==> src/rtl/commit_serializer_if.sv <==
// rtl/commit_serializer_if.sv - commit record type and writeback/logger handshake bundle
package commit_serializer_pkg;
    typedef struct packed {
        logic [31:0] pc;
        logic [31:0] insn;
    } commit_data_t;
endpackage

interface commit_serializer_if;
    import commit_serializer_pkg::*;

    logic [1:0]         wb_valid_i;
    commit_data_t [1:0] wb_data_i;
    logic               stall_o;
    logic               log_ready_i;
    logic               commit_valid_o;
    commit_data_t       commit_data_o;

    // master: writeback stage plus logger; slave: the serializer itself
    modport master (
        output wb_valid_i, wb_data_i, log_ready_i,
        input  stall_o, commit_valid_o, commit_data_o
    );
    modport slave (
        input  wb_valid_i, wb_data_i, log_ready_i,
        output stall_o, commit_valid_o, commit_data_o
    );
endinterface

==> src/rtl/commit_serializer.sv <==
// rtl/commit_serializer.sv - dual-lane retire FIFO serialized into a single in-order commit stream
module commit_serializer
    import commit_serializer_pkg::*;
#(
    parameter int DEPTH = 8,
    parameter int CNT_W = 64
) (
    input  logic                     clk,
    input  logic                     rst,
    commit_serializer_if.slave       bus,
    input  logic                     end_of_test_i,
    output logic [$clog2(DEPTH):0]   count_o,
    output logic                     overflow_o,
    output logic [CNT_W-1:0]         commits_total_o,
    output logic                     done_o
);
    localparam int PW = $clog2(DEPTH);
    localparam int CW = PW + 1;

    typedef enum logic [1:0] {RUN, DRAIN, DONE} state_e;

    state_e           state_q, state_d;
    commit_data_t     mem_q [DEPTH];
    logic [PW-1:0]    wptr_q, wptr_d, rptr_q;
    logic [CW-1:0]    count_q, count_d;
    logic             stall_q, overflow_q, done_q;
    logic [CNT_W-1:0] total_q;

    logic [1:0]       we;
    logic [PW-1:0]    waddr [2];
    logic [1:0]       n_pushed;
    logic             drop;
    logic             pop;

    // Space is judged against count_q only: a same-cycle pop never frees a slot early.
    always_comb begin
        we       = '0;
        waddr[0] = wptr_q;
        waddr[1] = wptr_q;
        wptr_d   = wptr_q;
        n_pushed = '0;
        drop     = 1'b0;
        for (int l = 0; l < 2; l++) begin
            if (state_q == RUN && bus.wb_valid_i[l]) begin
                if (count_q + CW'(n_pushed) < CW'(DEPTH)) begin
                    we[l]    = 1'b1;
                    waddr[l] = wptr_d;
                    wptr_d   = wptr_d + PW'(1);
                    n_pushed = n_pushed + 2'd1;
                end else begin
                    drop = 1'b1;
                end
            end
        end
    end

    assign pop     = bus.commit_valid_o && bus.log_ready_i;
    assign count_d = count_q + CW'(n_pushed) - CW'(pop);

    always_comb begin
        state_d = state_q;
        case (state_q)
            RUN:     if (end_of_test_i) state_d = DRAIN;
            DRAIN:   if (count_q == '0 && !pop) state_d = DONE;
            default: state_d = DONE;
        endcase
    end

    always_ff @(posedge clk or negedge rst) begin
        if (!rst) begin
            state_q    <= RUN;
            wptr_q     <= '0;
            rptr_q     <= '0;
            count_q    <= '0;
            stall_q    <= 1'b0;
            overflow_q <= 1'b0;
            done_q     <= 1'b0;
            total_q    <= '0;
            for (int i = 0; i < DEPTH; i++) mem_q[i] <= '0;
        end else begin
            for (int l = 0; l < 2; l++) begin
                if (we[l]) mem_q[waddr[l]] <= bus.wb_data_i[l];
            end
            if (pop) begin
                rptr_q  <= rptr_q + PW'(1);
                total_q <= total_q + CNT_W'(1);
            end
            wptr_q     <= wptr_d;
            count_q    <= count_d;
            state_q    <= state_d;
            overflow_q <= overflow_q | drop;
            // Threshold leaves room for one more dual push already in flight upstream.
            stall_q    <= (count_d > CW'(DEPTH - 4)) || (state_d != RUN);
            done_q     <= (state_d == DONE);
        end
    end

    assign bus.commit_valid_o = (count_q != '0) && (state_q != DONE);
    assign bus.commit_data_o  = mem_q[rptr_q];
    assign bus.stall_o        = stall_q;
    assign count_o            = count_q;
    assign overflow_o         = overflow_q;
    assign commits_total_o    = total_q;
    assign done_o             = done_q;
endmodule

==> src/flat_wrapper.sv <==
// flat-port wrapper written by rule: the top's interface ports become plain ports
module commit_serializer_flat import commit_serializer_pkg::*;
#(
    parameter int DEPTH = 8,
    parameter int CNT_W = 64
)
  (clk, rst, end_of_test_i, count_o, overflow_o, commits_total_o, done_o, bus_wb_valid_i, bus_wb_data_i, bus_log_ready_i, bus_stall_o, bus_commit_valid_o, bus_commit_data_o);
  commit_serializer_if bus_i ();
  input  logic clk;
  input  logic rst;
  input  logic end_of_test_i;
  output logic [$clog2(DEPTH):0] count_o;
  output logic overflow_o;
  output logic [CNT_W-1:0] commits_total_o;
  output logic done_o;
  input wire logic [$bits(bus_i.wb_valid_i)-1:0] bus_wb_valid_i;
  input wire logic [$bits(bus_i.wb_data_i)-1:0] bus_wb_data_i;
  input wire logic [$bits(bus_i.log_ready_i)-1:0] bus_log_ready_i;
  output wire logic [$bits(bus_i.stall_o)-1:0] bus_stall_o;
  output wire logic [$bits(bus_i.commit_valid_o)-1:0] bus_commit_valid_o;
  output wire logic [$bits(bus_i.commit_data_o)-1:0] bus_commit_data_o;
  assign bus_i.wb_valid_i = bus_wb_valid_i;
  assign bus_i.wb_data_i = bus_wb_data_i;
  assign bus_i.log_ready_i = bus_log_ready_i;
  assign bus_stall_o = bus_i.stall_o;
  assign bus_commit_valid_o = bus_i.commit_valid_o;
  assign bus_commit_data_o = bus_i.commit_data_o;
  commit_serializer #(.DEPTH(DEPTH), .CNT_W(CNT_W)) u_core (.clk(clk), .rst(rst), .bus(bus_i), .end_of_test_i(end_of_test_i), .count_o(count_o), .overflow_o(overflow_o), .commits_total_o(commits_total_o), .done_o(done_o));
endmodule
==> config.mk <==
export PLATFORM = sky130hd
export DESIGN_NAME = commit_serializer_flat
export DESIGN_NICKNAME = d
export VERILOG_FILES = /design/src/rtl/commit_serializer_if.sv /design/src/rtl/commit_serializer.sv /design/src/flat_wrapper.sv
export SDC_FILE = /design/constraint.sdc
export NUM_CORES = 1
export LEC_CHECK = 0
export CAP_MARGIN = 20
export CORE_MARGIN = 5
export CORE_UTILIZATION = 59
export CTS_CLUSTER_DIAMETER = 200
export CTS_CLUSTER_SIZE = 16
export DETAILED_ROUTE_END_ITERATION = 8
export PLACE_DENSITY = 0.79
export SYNTH_ARGS = -nofsm -noshare
export SYNTH_HDL_FRONTEND = slang
export SYNTH_SLANG_ARGS = --single-unit
==> constraint.sdc <==
create_clock -name clk -period 3.5 [get_ports clk]
set_clock_uncertainty 0.2 [all_clocks]
set_input_delay 0.7 -clock clk [delete_from_list [all_inputs] [get_ports clk]]
set_output_delay 0.7 -clock clk [all_outputs]
set_load 0.01 [all_outputs]
### After elaboration in Yosys (flattened, before gate mapping)

Index checks and enable logic that the tools add are counted.

| cells by class | value |
|---|---|
| order comparisons | 8 |
| reduce and logical (&&, ||, !) cells | 13 |
| add/sub/neg operators | 8 |
| bitwise operators | 4 |
| muxes and demuxes | 32 |
| equality and inequality tests | 3 |

Operators with widths:

| cell | count |
|---|---|
| $bwmux 512 | 2 |
| $mux 512 | 2 |
| $demux 64 s3 | 2 |
| $mux 64 | 4 |
| $bmux 64 s3 | 1 |
| $add 64x1->64 const B | 1 |
| $mux 3 | 6 |
| $ge 4x4->1 const B | 3 |
| $not 3->4 | 3 |
| $mux 2 | 5 |
| $add 3x1->3 const B | 3 |
| $mux 1 | 9 |
| $add 4x2->4 | 2 |
| $lt 4x1->1 const B | 2 |
| $lt 4x4->1 const B | 2 |
| $logic_and 1x1->1 | 7 |
| $gt 4x3->1 const B | 1 |
| $logic_not 4->1 | 1 |
| $pmux 2 s2 | 1 |
| $reduce_bool 4->1 | 1 |
| $sub 4x1->4 | 1 |
| $add 2x1->2 const B | 1 |
| $eq 2x1->1 const B | 1 |
| $eq 2x2->1 const B | 1 |
| 6 further kinds | 6 |

| word-level totals | value |
|---|---|
| word-level logic and storage cells | 92 |
| register bits | 591 |
| bits of input ports | 134 |
| output and inout bits | 136 |

### Longest topological paths before layout

| logic depth | value |
|---|---|
| depth in word-level cells | 14 |
| depth in mapped cells | 13 |
| depth with buffers taken out | 13 |

### Least setup slack after synthesis

Ideal clock, no wire load.

| path | value |
|---|---|
| path type | input port to flip-flop |
| from | in bus_wb_valid_i[0] |
| to | reg u_core.stall_q (netlist: u_core.bus.stall_o) |
| data arrival time | 3.031 ns |
| setup slack | 0.122 ns |
| path buffers | 2 |
| stages | 12 |
| required time | 3.154 ns |
| cell sequence | buf_2 -> nor4b_4 -> buf_6 -> ha_1 -> nand2_1 -> ha_1 -> inv_1 -> ha_1 -> a21o_1 -> a21oi_1 -> xor2_1 -> or4b_2 |

| between the ends | value |
|---|---|
| longest elaborated chain between the ends | 10 |
| elaborated cells on any way between the ends | 11 |
| those cells by class | add/sub: 4; order compare: 2; mux: 3; reduce/logical: 2 |

Ends and longest elaborated chain:

| what | RTL line | RTL |
|---|---|---|
| start, declared | flat_wrapper.sv:16 | `input wire logic [$bits(bus_i.wb_valid_i)-1:0] bus_wb_valid_i;` |
| $logic_and 1x1->1 * | commit_serializer.sv:44 | `if (state_q == RUN && bus.wb_valid_i[l]) begin` |
| $mux 2 * | commit_serializer.sv:44 |  |
| $add 4x2->4 | commit_serializer.sv:45 | `if (count_q + CW'(n_pushed) < CW'(DEPTH)) begin` |
| $lt 4x4->1 | commit_serializer.sv:45 |  |
| $mux 2 | commit_serializer.sv:45 |  |
| $mux 2 * | commit_serializer.sv:44 |  |
| $add 4x2->4 * | commit_serializer.sv:58 | `assign count_d = count_q + CW'(n_pushed) - CW'(pop);` |
| $sub 4x1->4 * | commit_serializer.sv:58 |  |
| net u_core.count_d[3] | commit_serializer.sv:25 | `logic [CW-1:0] count_q, count_d;` |
| $gt 4x3->1 * | commit_serializer.sv:93 | `stall_q <= (count_d > CW'(DEPTH - 4)) \|\| (state_d != RUN);` |
| $logic_or 1x1->1 * | commit_serializer.sv:93 |  |
| end signal, assigned | commit_serializer.sv:93 |  |
| end, declared | commit_serializer.sv:26 | `logic stall_q, overflow_q, done_q;` |

Mark *: on every way through the listed nets, which the timed path passes. The rest lies on a longest branch.
A chain may end at the register's enable or synchronous reset.

### Worst setup path in the final report

| path | value |
|---|---|
| from | reg u_core.rptr_q[0] |
| to | out bus_commit_data_o[53] |

| between the ends | value |
|---|---|
| longest elaborated chain between the ends | 4 |

Ends and longest elaborated chain:

| what | RTL line | RTL |
|---|---|---|
| start, declared | commit_serializer.sv:24 | `logic [PW-1:0] wptr_q, wptr_d, rptr_q;` |
| start signal, assigned | commit_serializer.sv:85 | `rptr_q <= rptr_q + PW'(1);` |
| $not 3->4 (not written as such) | commit_serializer.sv:99 | `assign bus.commit_data_o = mem_q[rptr_q];` |
| $bmux 64 s3 | commit_serializer.sv:99 |  |
| $mux 64 (not written as such) (2 in series) | commit_serializer.sv:99 |  |
| end, declared | flat_wrapper.sv:21 | `output wire logic [$bits(bus_i.commit_data_o)-1:0] bus_commit_data_o;` |

No other way between the ends. The select of a mux whose other input is x is not followed.

==> run_results.csv <==
group,metric,value,unit
place,io_buffers,269,
finish,fillers,3728,
finish,layout.nets,2915,
detailed_routing,vias,23200,
synthesis,synth_cell_type_count,53,
clocking,ctsRootBufferMaster,"clkbuf_16",
synthesis,avgSynthCellArea,13.0,sq um
clocking,path_clk_slew,0.08,ns
critical_path,start_kind,"flip-flop",
sta,setup_viol,0,
sta,fmax,290,MHz
floorplanning,io-pin-count,270,
critical_path,endpoint_kind,"output port",
detailed_routing,final_antenna_net_count,0,
sta,min_period,3.45,ns
synthesis,yosysWarnings,0,
critical_path,cp-startpoint,"u_core.rptr_q[0]$_DFFE_PN0P_",
synthesis,synth_top_family_by_area,"multiplexers",
finish,drive_above_1_share,0.389,
clocking,cts_made_buffers,42,
floorplanning,dieArea,59900,sq um
synthesis,synth.ff_latch_count,591,
critical_path,worstSetupPathType,"reg2out",
global_route,grt_pass1_vias,24700,
synthesis,synthCells,2499,
detailed_routing,viasPerCell,6.64,
detailed_routing,wl,95300,um
synthesis,synthSimpleGateAreaFrac,0.0640,
synthesis,synth_async_sr_flop_share,1.00,
clocking,clock_path_buffers,3,
place,dp.cells,3389,
synthesis,syn_nets,2645,
sta,finalCritPeriodShare,0.987,
synthesis,synth-compound-area-share,0.0317,
critical_path,cp_max_fo,12,
sta,worstMarginPinSlew,0.848,ns
detailed_routing,wl_per_cell,27.3,um
power_and_ir_drop,cellPowerDensity,825,nW/um^2
sta,relSlewSlack,0.435,
detailed_routing,drt_pass1_iterations,5,
critical_path,cp.required,2.60,ns
finish,area_delta_synth_final,18.1,%
sta,worst_slack,0.0461,ns
finish,instances_no_fill,3488,
detailed_routing,drt_iter0_markers,2014,
place,hpwl,57000,um
clocking,h-tree-depth,2,
global_route,antenna_found_initial,17,
finish,layout_common_cells,"675 x mux2_2, 584 x dfrtp_1, 204 x clkdlybuf4s50_1",
floorplanning,die_w,245,um
place,gp_congestion,0.851,
synthesis,ys.flop_type,"dfrtp_1",
sta,hold_viol,0,
place,placed_cell_area,36800,sq um
synthesis,synthMuxAreaShare,0.393,
synthesis,yosys.area_share.adder,0.00485,
global_route,grt_overflow_total,0,
worst_hold_path,min_from,"u_core.overflow_o$_DFF_PN0_",
finish,fin_area,38400,sq um
clocking,clk_latency,0.59,ns
floorplanning,die_y,245,um
power_and_ir_drop,p_leak,17.1,nW
sta,finalSetupTns,0,ns
clocking,cts_tree,"yes",
run,drv_cap,0,
critical_path,arrival,2.55,ns
detailed_routing,drc,0,
synthesis,synth_xor_area_frac,0.0201,
floorplanning,num_rows,86,
power_and_ir_drop,fin_total_pwr,0.0317,W
floorplanning,start_util,0.593,
global_route,grt_use_total,0.313,
finish,final_common_cell,"mux2_2",
synthesis,synth_edf_count,0,
run_status,outcome,"completed",
place,place_ws,-0.304,ns
synthesis,yosysSeqAreaShare,0.455,
finish,register_area,14800,sq um
global_route,grt_max_degree,83,
power_and_ir_drop,max-vdd-ir-drop,476,uV
clocking,cts.sinks,591,
worst_hold_path,hold_class,"reg2reg",
global_route,grt_pass1_wl,147000,um
critical_path,rr_startpoint,"u_core.count_o[0]$_DFF_PN0_",
finish,multi_input_area,16900,sq um
floorplanning,coreArea,54900,sq um
synthesis,syn_area,32500,sq um
sta,slew_violations,0,
[synthesized netlist by cell type (all sizes together) (23+ instances only)]
| master | count | area [sq um] |
|---|---|---|
| mux2 | 707 | 7960 |
| dfrtp | 591 | 14800 |
| nor3 | 204 | 1030 |
| a21oi | 193 | 966 |
| mux2i | 193 | 1930 |
| mux4 | 128 | 2880 |
| buf | 123 | 712 |
| clkbuf | 69 | 259 |
| xnor2 | 51 | 454 |
| nand2 | 48 | 188 |
| nand3 | 30 | 160 |
| nand4 | 27 | 175 |
| nor2 | 23 | 93.8 |
[layout make-up]
cell class,count,area share
antenna,13,0.000847
clock buffer,45,0.0282
clock inverter,1,0.000228
inverter,18,0.00176
multi-input combinational,1698,0.439
sequential,591,0.385
tap,704,0.0229
timing repair buffer,418,0.122
[metal layers]
layer | track usage | wire [um]
met5 | 0 | 48
met4 | 0.127 | 3720
met3 | 0.0532 | 5930
met2 | 0.525 | 47500
met1 | 0.409 | 38100
[cell families after synthesis]
group | count (synthesis)
buf+inv | 210
mux | 1028
flops | 591
xor+xnor | 73
fa+ha+maj | 12
simple gates | 382
compound gates | 203
[worst max-delay path, stage by stage, from the launching register on]
cell and delay, ns:
dfrtp_4 0.47, buf_12 0.17, buf_16 0.18, mux4_2 0.52, mux2_2 0.32, dlygate4sd2_1 0.30
[per-stage QoR]
step                      utilization  hold WS [ns]
final                           0.700         0.283
after global routing            0.700         0.299
after CTS                       0.699         0.288
after detailed placement        0.670         0.270
after global placement          0.670         0.259
after floorplan                     -         0.204
[flip-flops by register name, indices dropped and copies added, names as in the netlist]
signal	flops
u_core.count_o	4
u_core.rptr_q	3
u_core.state_q	2
u_core.done_o	1
u_core.overflow_o	1
u_core.mem_q	512
u_core.wptr_q	3
u_core.bus.stall_o	1
u_core.commits_total_o	64
[power by group]
part | internal [W] | total, W | switching (W)
Sequential | 0.00979 | 0.0116 | 0.00179
Combinational | 0.00896 | 0.0155 | 0.00658
Clock | 0.00219 | 0.00459 | 0.00240
Total | 0.0209 | 0.0317 | 0.0108
[what timing repair did]
item	4_1_cts	5_1_grt
resized for setup	141	37
cloned	7	2
setup buffers	23	8
pin swaps	0	0
endpoints found under the hold margin	54	0
hold buffers	1	0
setup endpoints to repair	65	35
[path summary, 6_finish.rpt]
path / endpoint / slack (ns) / cells after the start
max: bus_commit_data_o[53] / 0.05 / 5
min: u_core.overflow_o$_DFF_PN0_ / 0.28 / 1
max reg2reg: u_core.bus.stall_o$_DFF_PN0_ / 0.23 / 11
min reg2reg: u_core.overflow_o$_DFF_PN0_ / 0.28 / 1
max in group asynchronous: u_core.mem_q[393]$_DFF_PN0_ / 1.74 / 3
min in group asynchronous: u_core.mem_q[504]$_DFF_PN0_ / 0.49 / 2
Note: power is estimated with default switching activity, not from simulation.
